<file path="config.mk">
export PLATFORM = sky130hd
export DESIGN_NAME = video_timing_gen
export DESIGN_NICKNAME = d
export VERILOG_FILES = /design/src/rtl/video_timing_pkg.sv /design/src/rtl/video_timing_gen_axis.sv /design/src/rtl/video_timing_gen.sv
export SDC_FILE = /design/constraint.sdc
export NUM_CORES = 1
export LEC_CHECK = 0
export CAP_MARGIN = 30
export CORE_MARGIN = 2
export CORE_UTILIZATION = 40
export DETAILED_ROUTE_END_ITERATION = 6
export SYNTH_ARGS = -nofsm -noshare
export SYNTH_HDL_FRONTEND = slang
export SYNTH_SLANG_ARGS = --single-unit
</file>
<file path="constraint.sdc">
create_clock -name pixclk -period 2.56 [get_ports pixclk]
set_input_delay 0.512 -clock pixclk [delete_from_list [all_inputs] [get_ports pixclk]]
set_output_delay 0.512 -clock pixclk [all_outputs]
set_load 0.01 [all_outputs]
</file>
<file path="src/rtl/video_timing_pkg.sv">
// video_timing_pkg: standard raster mode constants and total-length helper
package video_timing_pkg;
  function automatic int timing_total(input int active, input int fp, input int sync, input int bp);
    return active + fp + sync + bp;
  endfunction
  localparam int VGA_H_ACTIVE = 640;
  localparam int VGA_H_FP = 16;
  localparam int VGA_H_SYNC = 96;
  localparam int VGA_H_BP = 48;
  localparam int VGA_V_ACTIVE = 480;
  localparam int VGA_V_FP = 10;
  localparam int VGA_V_SYNC = 2;
  localparam int VGA_V_BP = 33;
  localparam bit VGA_H_POL = 1'b0;
  localparam bit VGA_V_POL = 1'b0;
  localparam int SVGA_H_ACTIVE = 800;
  localparam int SVGA_H_FP = 40;
  localparam int SVGA_H_SYNC = 128;
  localparam int SVGA_H_BP = 88;
  localparam int SVGA_V_ACTIVE = 600;
  localparam int SVGA_V_FP = 1;
  localparam int SVGA_V_SYNC = 4;
  localparam int SVGA_V_BP = 23;
  localparam bit SVGA_H_POL = 1'b1;
  localparam bit SVGA_V_POL = 1'b1;
  localparam int HD_H_ACTIVE = 1280;
  localparam int HD_H_FP = 110;
  localparam int HD_H_SYNC = 40;
  localparam int HD_H_BP = 220;
  localparam int HD_V_ACTIVE = 720;
  localparam int HD_V_FP = 5;
  localparam int HD_V_SYNC = 5;
  localparam int HD_V_BP = 20;
  localparam bit HD_H_POL = 1'b1;
  localparam bit HD_V_POL = 1'b1;
endpackage

</file>
<file path="src/rtl/video_timing_gen_axis.sv">
// timing_axis: one wrapping raster counter with registered position, active and sync decodes
module timing_axis
  import video_timing_pkg::*;
#(
  parameter int LEN_ACTIVE = 640,
  parameter int LEN_FP = 16,
  parameter int LEN_SYNC = 96,
  parameter int LEN_BP = 48,
  parameter bit POL = 1'b0,
  parameter int CW = 12
) (
  input  logic          clk,
  input  logic          rst,
  input  logic          clr,
  input  logic          adv,
  input  logic          ld,
  output logic [CW-1:0] cnt,
  output logic          wrap,
  output logic [CW-1:0] pos,
  output logic          active,
  output logic          sync
);
  localparam logic [CW-1:0] LAST = CW'(timing_total(LEN_ACTIVE, LEN_FP, LEN_SYNC, LEN_BP) - 1);
  localparam logic [CW-1:0] ACT_END = CW'(LEN_ACTIVE);
  localparam logic [CW-1:0] SYNC_LO = CW'(LEN_ACTIVE + LEN_FP);
  localparam logic [CW-1:0] SYNC_HI = CW'(LEN_ACTIVE + LEN_FP + LEN_SYNC);
  assign wrap = cnt == LAST;
  always_ff @(posedge clk)
    if (rst || clr) cnt <= '0;
    else if (adv) cnt <= wrap ? '0 : cnt + 1'b1;
  always_ff @(posedge clk)
    if (rst) begin
      pos <= '0;
      active <= 1'b0;
      sync <= ~POL;
    end else if (ld) begin
      pos <= cnt;
      active <= cnt < ACT_END;
      sync <= (cnt >= SYNC_LO && cnt < SYNC_HI) ? POL : ~POL;
    end
endmodule

</file>
<file path="src/rtl/video_timing_gen.sv">
// video_timing_gen: parametrised raster timing generator with enable, resync and aligned outputs
module video_timing_gen
  import video_timing_pkg::*;
#(
  parameter int CW = 12,
  parameter int H_ACTIVE = VGA_H_ACTIVE,
  parameter int H_FP = VGA_H_FP,
  parameter int H_SYNC = VGA_H_SYNC,
  parameter int H_BP = VGA_H_BP,
  parameter int V_ACTIVE = VGA_V_ACTIVE,
  parameter int V_FP = VGA_V_FP,
  parameter int V_SYNC = VGA_V_SYNC,
  parameter int V_BP = VGA_V_BP,
  parameter bit H_POL = VGA_H_POL,
  parameter bit V_POL = VGA_V_POL
) (
  input  logic          pixclk,
  input  logic          reset,
  input  logic          en,
  input  logic          resync,
  output logic [CW-1:0] CounterX,
  output logic [CW-1:0] CounterY,
  output logic          hSync,
  output logic          vSync,
  output logic          DrawArea,
  output logic          line_start,
  output logic          frame_start,
  output logic          animate
);
  localparam int H_TOTAL = timing_total(H_ACTIVE, H_FP, H_SYNC, H_BP);
  localparam int V_TOTAL = timing_total(V_ACTIVE, V_FP, V_SYNC, V_BP);
  if (H_TOTAL > 2 ** CW || V_TOTAL > 2 ** CW) begin : g_cw_check
    $error("video_timing_gen: CW=%0d too narrow for %0dx%0d total raster", CW, H_TOTAL, V_TOTAL);
  end
  logic [CW-1:0] hx, vy;
  logic h_wrap, h_de, v_de;
  timing_axis #(
    .LEN_ACTIVE(H_ACTIVE), .LEN_FP(H_FP), .LEN_SYNC(H_SYNC), .LEN_BP(H_BP), .POL(H_POL), .CW(CW)
  ) u_h (
    .clk(pixclk), .rst(reset), .clr(resync), .adv(en), .ld(en),
    .cnt(hx), .wrap(h_wrap), .pos(CounterX), .active(h_de), .sync(hSync)
  );
  timing_axis #(
    .LEN_ACTIVE(V_ACTIVE), .LEN_FP(V_FP), .LEN_SYNC(V_SYNC), .LEN_BP(V_BP), .POL(V_POL), .CW(CW)
  ) u_v (
    .clk(pixclk), .rst(reset), .clr(resync), .adv(en && h_wrap), .ld(en),
    .cnt(vy), .wrap(), .pos(CounterY), .active(v_de), .sync(vSync)
  );
  assign DrawArea = h_de && v_de;
  always_ff @(posedge pixclk)
    if (reset) begin
      line_start <= 1'b0;
      frame_start <= 1'b0;
      animate <= 1'b0;
    end else if (en) begin
      line_start <= hx == '0;
      frame_start <= hx == '0 && vy == '0;
      animate <= hx == CW'(H_ACTIVE) && vy == CW'(V_ACTIVE);
    end
endmodule

</file>
# == Yosys cells after proc, flatten, opt, wreduce, memory -nomap -nowiden ==
# Index checks and enable logic that the tools add are counted.
# Widths: inputs -> output; s select.
# totals
rom_bits,0
out_inout_bits,30
elab_cells,36
mem_bits_rw,0
n_memories,0
latch_bits,0
inputBits,4
regBits,55
# classes
n_addsub,2
n_lt_le_gt_ge,6
shifts,0
n_bitwise,0
n_mux,4
div,0
n_eq_ne,4
n_mul,0
reduce_logical,9
# op_table
cell,count
$eq 12x10->1 const B,3
$add 12x1->12 const B,2
$logic_not 12->1,2
$lt 12x10->1 const B,2
$lt 12x9->1 const B,2
$mux 12,2
$eq 12x9->1 const B,1
$ge 12x10->1 const B,1
$ge 12x9->1 const B,1
$logic_and 1x1->1,6
$mux 1,2
$logic_or 1x1->1,1

# == Logic depth before layout (Yosys ltp) ==
# depth
ltp_word,3
ltp_mapped,6
depth_no_buf,6

# == By module ==
# Synthesis repeated with hierarchy kept, for this count alone.
# hier_totals
cells_unflattened,259
area_unflattened_um2,2409.8
# by_module_without_submodules
mod,cells_each,area_per_inst_um2,instances
timing_axis (u_h),119,1126.1,1
timing_axis (u_v),114,1089.8,1
video_timing_gen,26,193.9,1

# == Worst setup path after synthesis ==
# OpenSTA, ideal clock, no wires.
# synth_path
kind,in2reg
start,in en
end,reg u_v.cnt[4]
t_arrival_ns,2.269
path_slack_ns,0.220
required_ns,2.489
path_buffers,2
stages,6
path_cell_list,buf_2 > or4b_4 > or3_1 > buf_2 > or4_1 > a21oi_1
# synth_between
elab_chain_len,1
# synth_lines
element,line_no,source
"start, declared",video_timing_gen.sv:19,"input logic en,"
$logic_and 1x1->1,video_timing_gen.sv:46,".clk(pixclk), .rst(reset), .clr(resync), .adv(en && h_wrap), .ld(en),"
"end signal, assigned",video_timing_gen_axis.sv:30,else if (adv) cnt <= wrap ? '0 : cnt + 1'b1;
"end, declared",video_timing_gen_axis.sv:17,"output logic [CW-1:0] cnt,"
# No other way between the ends.
# A chain may end at the register's enable or synchronous reset.

# == Worst setup path after layout ==
# layout_path
start,reg u_h.cnt[11]
end,reg u_v.cnt[4]
# layout_between
elab_chain_len,2
# layout_lines
element,line_no,source
"start, declared",video_timing_gen_axis.sv:17,
"start signal, assigned",video_timing_gen_axis.sv:30,
$eq 12x10->1,video_timing_gen_axis.sv:27,assign wrap = cnt == LAST;
$logic_and 1x1->1,video_timing_gen.sv:46,
# No other way between the ends.

==> impl_summary.txt <==
----------------------------------------------------
[Outcome]
  Run status ... complete, no violations

[Routing]
  Met1 wire length ... 2960 um
  Highest routed layer ... met4
  Total met3 wirelength after detailed routing ... between 200 and 300 um
  Routed length per placed instance ... 14.8 um
  Wirelength, routed ... between 5000 and 6000 um
  Detailed-router iteration count before antenna repair ... 4
  Via count ... approximately 2,000
  Initial DRC Count ... 160
  Remaining DRCs ... 0
  Post-detailed-route count of antenna-violating nets ... 0
  Detail-routed via count per cell ... 5.26
  Routed wl met2 ... 2340 um

[Clock network]
  Cell chosen for the clock root ... sky130_fd_sc_hd__clkbuf_8
  Longest Clk Path Bufs ... 2
  Total number of H-tree levels ... 2
  TritonCTS clock tree ... done
  Setup Fix Bufs, Post-CTS ... 0
  Clock latency reported for the late side of the worst-skew pair ... approximately 0.30 ns
  Number of clock sinks ... 55
  Number of CTS-inserted buffers ... 5
  Clock edge transition at the registers on the reported setup and hold paths ... about 0.09 ns
  Post-cts repair resize count ... 0
  Quantity of hold-fixing buffers added after cts ... 0

[Logic synthesis]
  Mux cell area share after synthesis ... under 10%
  Number of enable flip-flop cells after synthesis ... 0
  Area fraction in compound gates after synthesis ... under 10%
  Net count after synthesis ... roughly 290
  Post-synthesis cell area ... around 0.0024 mm2
  Dominant synthesized flop cell ... sky130_fd_sc_hd__dfxtp_1
  Main combinational cell family by area after synthesis ... simple AND/OR/NAND/NOR gates
  Count of mapped cells out of synthesis ... between 200 and 300
  Synthesis Warnings ... 0
  Post-synthesis sequential element count ... between 50 and 60
  Share of the yosys chip area belonging to registers ... approximately 45%
  XOR/XNOR Fraction of Synth Area ... ~3.6%
  Average size of a mapped cell ... about 8.7 um2
  Post-Synth Adder-Cell Area ... 2.05%
  Share of async-settable or async-resettable flops after synthesis ... 0%
  Post-synthesis cell type count ... 40
  Synthesized-area fraction occupied by and/or/nand/nor cells ... approximately a quarter

[Floorplan]
  DIE AREA ... between 0.006 and 0.007 mm2
  Starting utilization of the core area ... about 40%
  Height of the die ... slightly above 80 um
  Overall die width ... 82.1 um
  Std cell rows ... 28
  I/O pin total ... 34
  Core ar. ... between 0.005 and 0.006 mm2

[Cells and area]
  Non-Filler Cell Area, Final ... 0.00290 mm2
  Fraction of layout instances using a drive strength above 1 ... approximately 5.5%
  Util after Layout ... around 50%
  Net count reported at finish ... approximately 320
  Number of inserted diodes ... 0
  Fill cells ... between 500 and 600
  Area overhead of the layout relative to synthesis ... 19.1%

[Global routing]
  Initial antenna violation count ... 0
  Pin count of the biggest net entering global routing ... 37
  Global Route Usage Sum ... a little under a fifth
  GRT Residual Overflow ... 0
  First-pass GRT wire length ... between 9000 and 10,000 um
  Number of global-route vias before repair ... around 1,800

[Critical path]
  Kind of capture point of the worst setup path ... flip-flop
  Delay contributed by the slowest stage of the critical path ... between 0.5 and 0.6 ns
  Worst path slowest cell ... sky130_fd_sc_hd__or4b_4
  Critical path peak fanout ... 7
  Endpoint required time on the critical path ... between 2 and 3 ns
  Class of the most critical setup path ... reg2reg
  Endpoint arrival time on the critical path ... approximately 2.4 ns
  Cell chain of the critical path ... or4b_4, or3_1, or4_1, a21oi_1
  Element type at the critical path start ... flip-flop

[STA]
  Worst hold slack across all endpoints ... between 0.4 and 0.5 ns
  Setup repair after global routing missed its margin ... false
  Portion of the clock cycle consumed by the worst path in the final layout ... a little over four fifths
  Smallest setup slack after layout ... about 0.39 ns
  Setup skew after layout ... approximately 0.0063 ns
  Actual transition at the worst max-transition pin ... between 0.5 and 0.6 ns
  Final critical-path required period ... approximately 2.2 ns
  Worst slew slack as a fraction of its limit ... between 60% and 70%
  Final setup vio count ... 0
  Total Negative Setup Slacks ... 0 ns
  FMAX ... about 460 MHz
  Final Slew Violations ... 0
  Hold violation count in the final report ... 0

[Place]
  Count of port buffers added during placement ... 33
  Setup Slack @ Placement ... ~0.25 ns
  Detailed placement HPWL ... 3870 um
  Weighted congestion reported at the end of routability-driven placement ... a little over 0.8
  Area after DPL ... about 0.0028 mm2

[Power and ir drop]
  Leakage ... around 1.1 nW
  Maximum VDD drop ... approximately 340 uV
  Ratio of total power to cell area ... 489 mW/mm2

[Worst hold path]
  Tightest Hold Check Type ... reg2reg

[Run]
  Max-cap violations ... 0

----------------------------------------------------
[final timing paths]
path                                                end  cells after the start                startpoint  slack [ns]
worst max-delay path            u_v.cnt[4]$_SDFFE_PP0P_                      4  u_h.cnt[11]$_SDFFE_PP0P_        0.39
worst min-delay path            u_v.pos[5]$_SDFFE_PP0P_                      2   u_v.pos[5]$_SDFFE_PP0P_        0.47
worst max register to register  u_v.cnt[4]$_SDFFE_PP0P_                      4  u_h.cnt[11]$_SDFFE_PP0P_        0.39
worst min register to register  u_v.pos[5]$_SDFFE_PP0P_                      2   u_v.pos[5]$_SDFFE_PP0P_        0.47
[layer usage]
layer | global-route usage [%] | up-vias
met5 | 0 | -
met4 | 5.67 | 0
met3 | 3.74 | 4
met2 | 26.0 | 48
met1 | 28.5 | 925
li1 | - | 1032
[sequential cells by signal (all words and copies together) (netlist names)]
signal / flops
u_h.cnt: 12
u_v.cnt: 12
animate: 1
line_start: 1
frame_start: 1
u_h.pos: 12
u_h.active: 1
u_h.sync: 1
u_v.active: 1
u_v.sync: 1
u_v.pos: 12
[power breakdown]
group / switching, mW / internal (mW)
clock: 0.270 / 0.213
sequential: 0.00388 / 0.861
combinational: 0.0431 / 0.0287
[cells in the final DEF, fill, tap and decap left out, types with 3 or more instances in the layout]
cell type / synthesis / final
sky130_fd_sc_hd__clkbuf_8: 0 / 6
sky130_fd_sc_hd__xor2_1: 3 / 3
sky130_fd_sc_hd__nand3_1: 12 / 12
sky130_fd_sc_hd__nand2_1: 19 / 19
sky130_fd_sc_hd__a21oi_1: 12 / 12
sky130_fd_sc_hd__mux2i_1: 24 / 24
sky130_fd_sc_hd__nand4_1: 10 / 10
sky130_fd_sc_hd__dfxtp_1: 55 / 55
sky130_fd_sc_hd__clkdlybuf4s50_1: 0 / 32
sky130_fd_sc_hd__inv_1: 8 / 8
sky130_fd_sc_hd__buf_4: 0 / 6
sky130_fd_sc_hd__nor4_1: 5 / 5
sky130_fd_sc_hd__ha_1: 4 / 4
sky130_fd_sc_hd__or3_1: 5 / 5
sky130_fd_sc_hd__xnor2_1: 7 / 7
sky130_fd_sc_hd__nor2_1: 46 / 46
sky130_fd_sc_hd__or4_1: 3 / 3
sky130_fd_sc_hd__o21ai_0: 4 / 4
sky130_fd_sc_hd__a31oi_1: 5 / 5
sky130_fd_sc_hd__nor3_1: 15 / 15
[cells in the mapped netlist (2+ instances only)]
| master | n | share of area, % |
|---|---|---|
| sky130_fd_sc_hd__ha_1 | 4 | 2.1 |
| sky130_fd_sc_hd__and4_1 | 2 | 0.72 |
| sky130_fd_sc_hd__nor3_1 | 15 | 3.1 |
| sky130_fd_sc_hd__and3_1 | 2 | 0.51 |
| sky130_fd_sc_hd__buf_2 | 2 | 0.41 |
| sky130_fd_sc_hd__nand4_1 | 10 | 2.6 |
| sky130_fd_sc_hd__o211a_1 | 2 | 0.82 |
| sky130_fd_sc_hd__nand2_1 | 19 | 2.9 |
| sky130_fd_sc_hd__nand3_1 | 12 | 2.5 |
| sky130_fd_sc_hd__nor2_1 | 46 | 7.1 |
| sky130_fd_sc_hd__mux2i_1 | 24 | 9.9 |
| sky130_fd_sc_hd__nor4_1 | 5 | 1.3 |
| sky130_fd_sc_hd__o21a_1 | 2 | 0.62 |
| sky130_fd_sc_hd__or3_1 | 5 | 1.3 |
| sky130_fd_sc_hd__a21oi_1 | 12 | 2.5 |
| sky130_fd_sc_hd__buf_1 | 2 | 0.31 |
| sky130_fd_sc_hd__inv_1 | 8 | 1.2 |
| sky130_fd_sc_hd__clkbuf_1 | 15 | 2.3 |
| sky130_fd_sc_hd__dfxtp_1 | 55 | 45 |
| sky130_fd_sc_hd__or4_1 | 3 | 0.92 |
| sky130_fd_sc_hd__xor2_1 | 3 | 1.1 |
| sky130_fd_sc_hd__a31oi_1 | 5 | 1.3 |
| sky130_fd_sc_hd__and4b_1 | 2 | 0.82 |
| sky130_fd_sc_hd__o21ai_0 | 4 | 0.82 |
| sky130_fd_sc_hd__xnor2_1 | 7 | 2.5 |
[critical path: cells and delay by family (launching register included)]
kind            cells  cell delay, ns
compound gates      1            0.14
flops               1            0.37
simple gates        3            1.60
[cell families after synthesis]
family	count (synthesis)
flops	55
buf+inv	28
simple gates	129
mux	24
compound gates	31
xor+xnor	10
fa+ha+maj	4
[through the flow]
stage / instances / power, mW
2_1_floorplan: 281 / 0.933
3_3_place_gp: 375 / 0.958
3_5_place_dp: 375 / 0.958
4_1_cts: 382 / 1.44
5_1_grt: 382 / 1.49
6_report: 382 / 1.42
[area by class of cell]
| class | instances | area, um2 | area share (%) |
|---|---|---|---|
| multi-input combinational | 198 | 1220 | 42.1 |
| inverter | 8 | 30.0 | 1.03 |
| clock inverter | 1 | 5.00 | 0.172 |
| tap | 75 | 93.8 | 3.23 |
| sequential | 55 | 1100 | 37.9 |
| clock buffer | 6 | 82.6 | 2.84 |
| timing repair buffer | 39 | 370 | 12.8 |
Note: power is estimated with default switching activity, not from simulation.
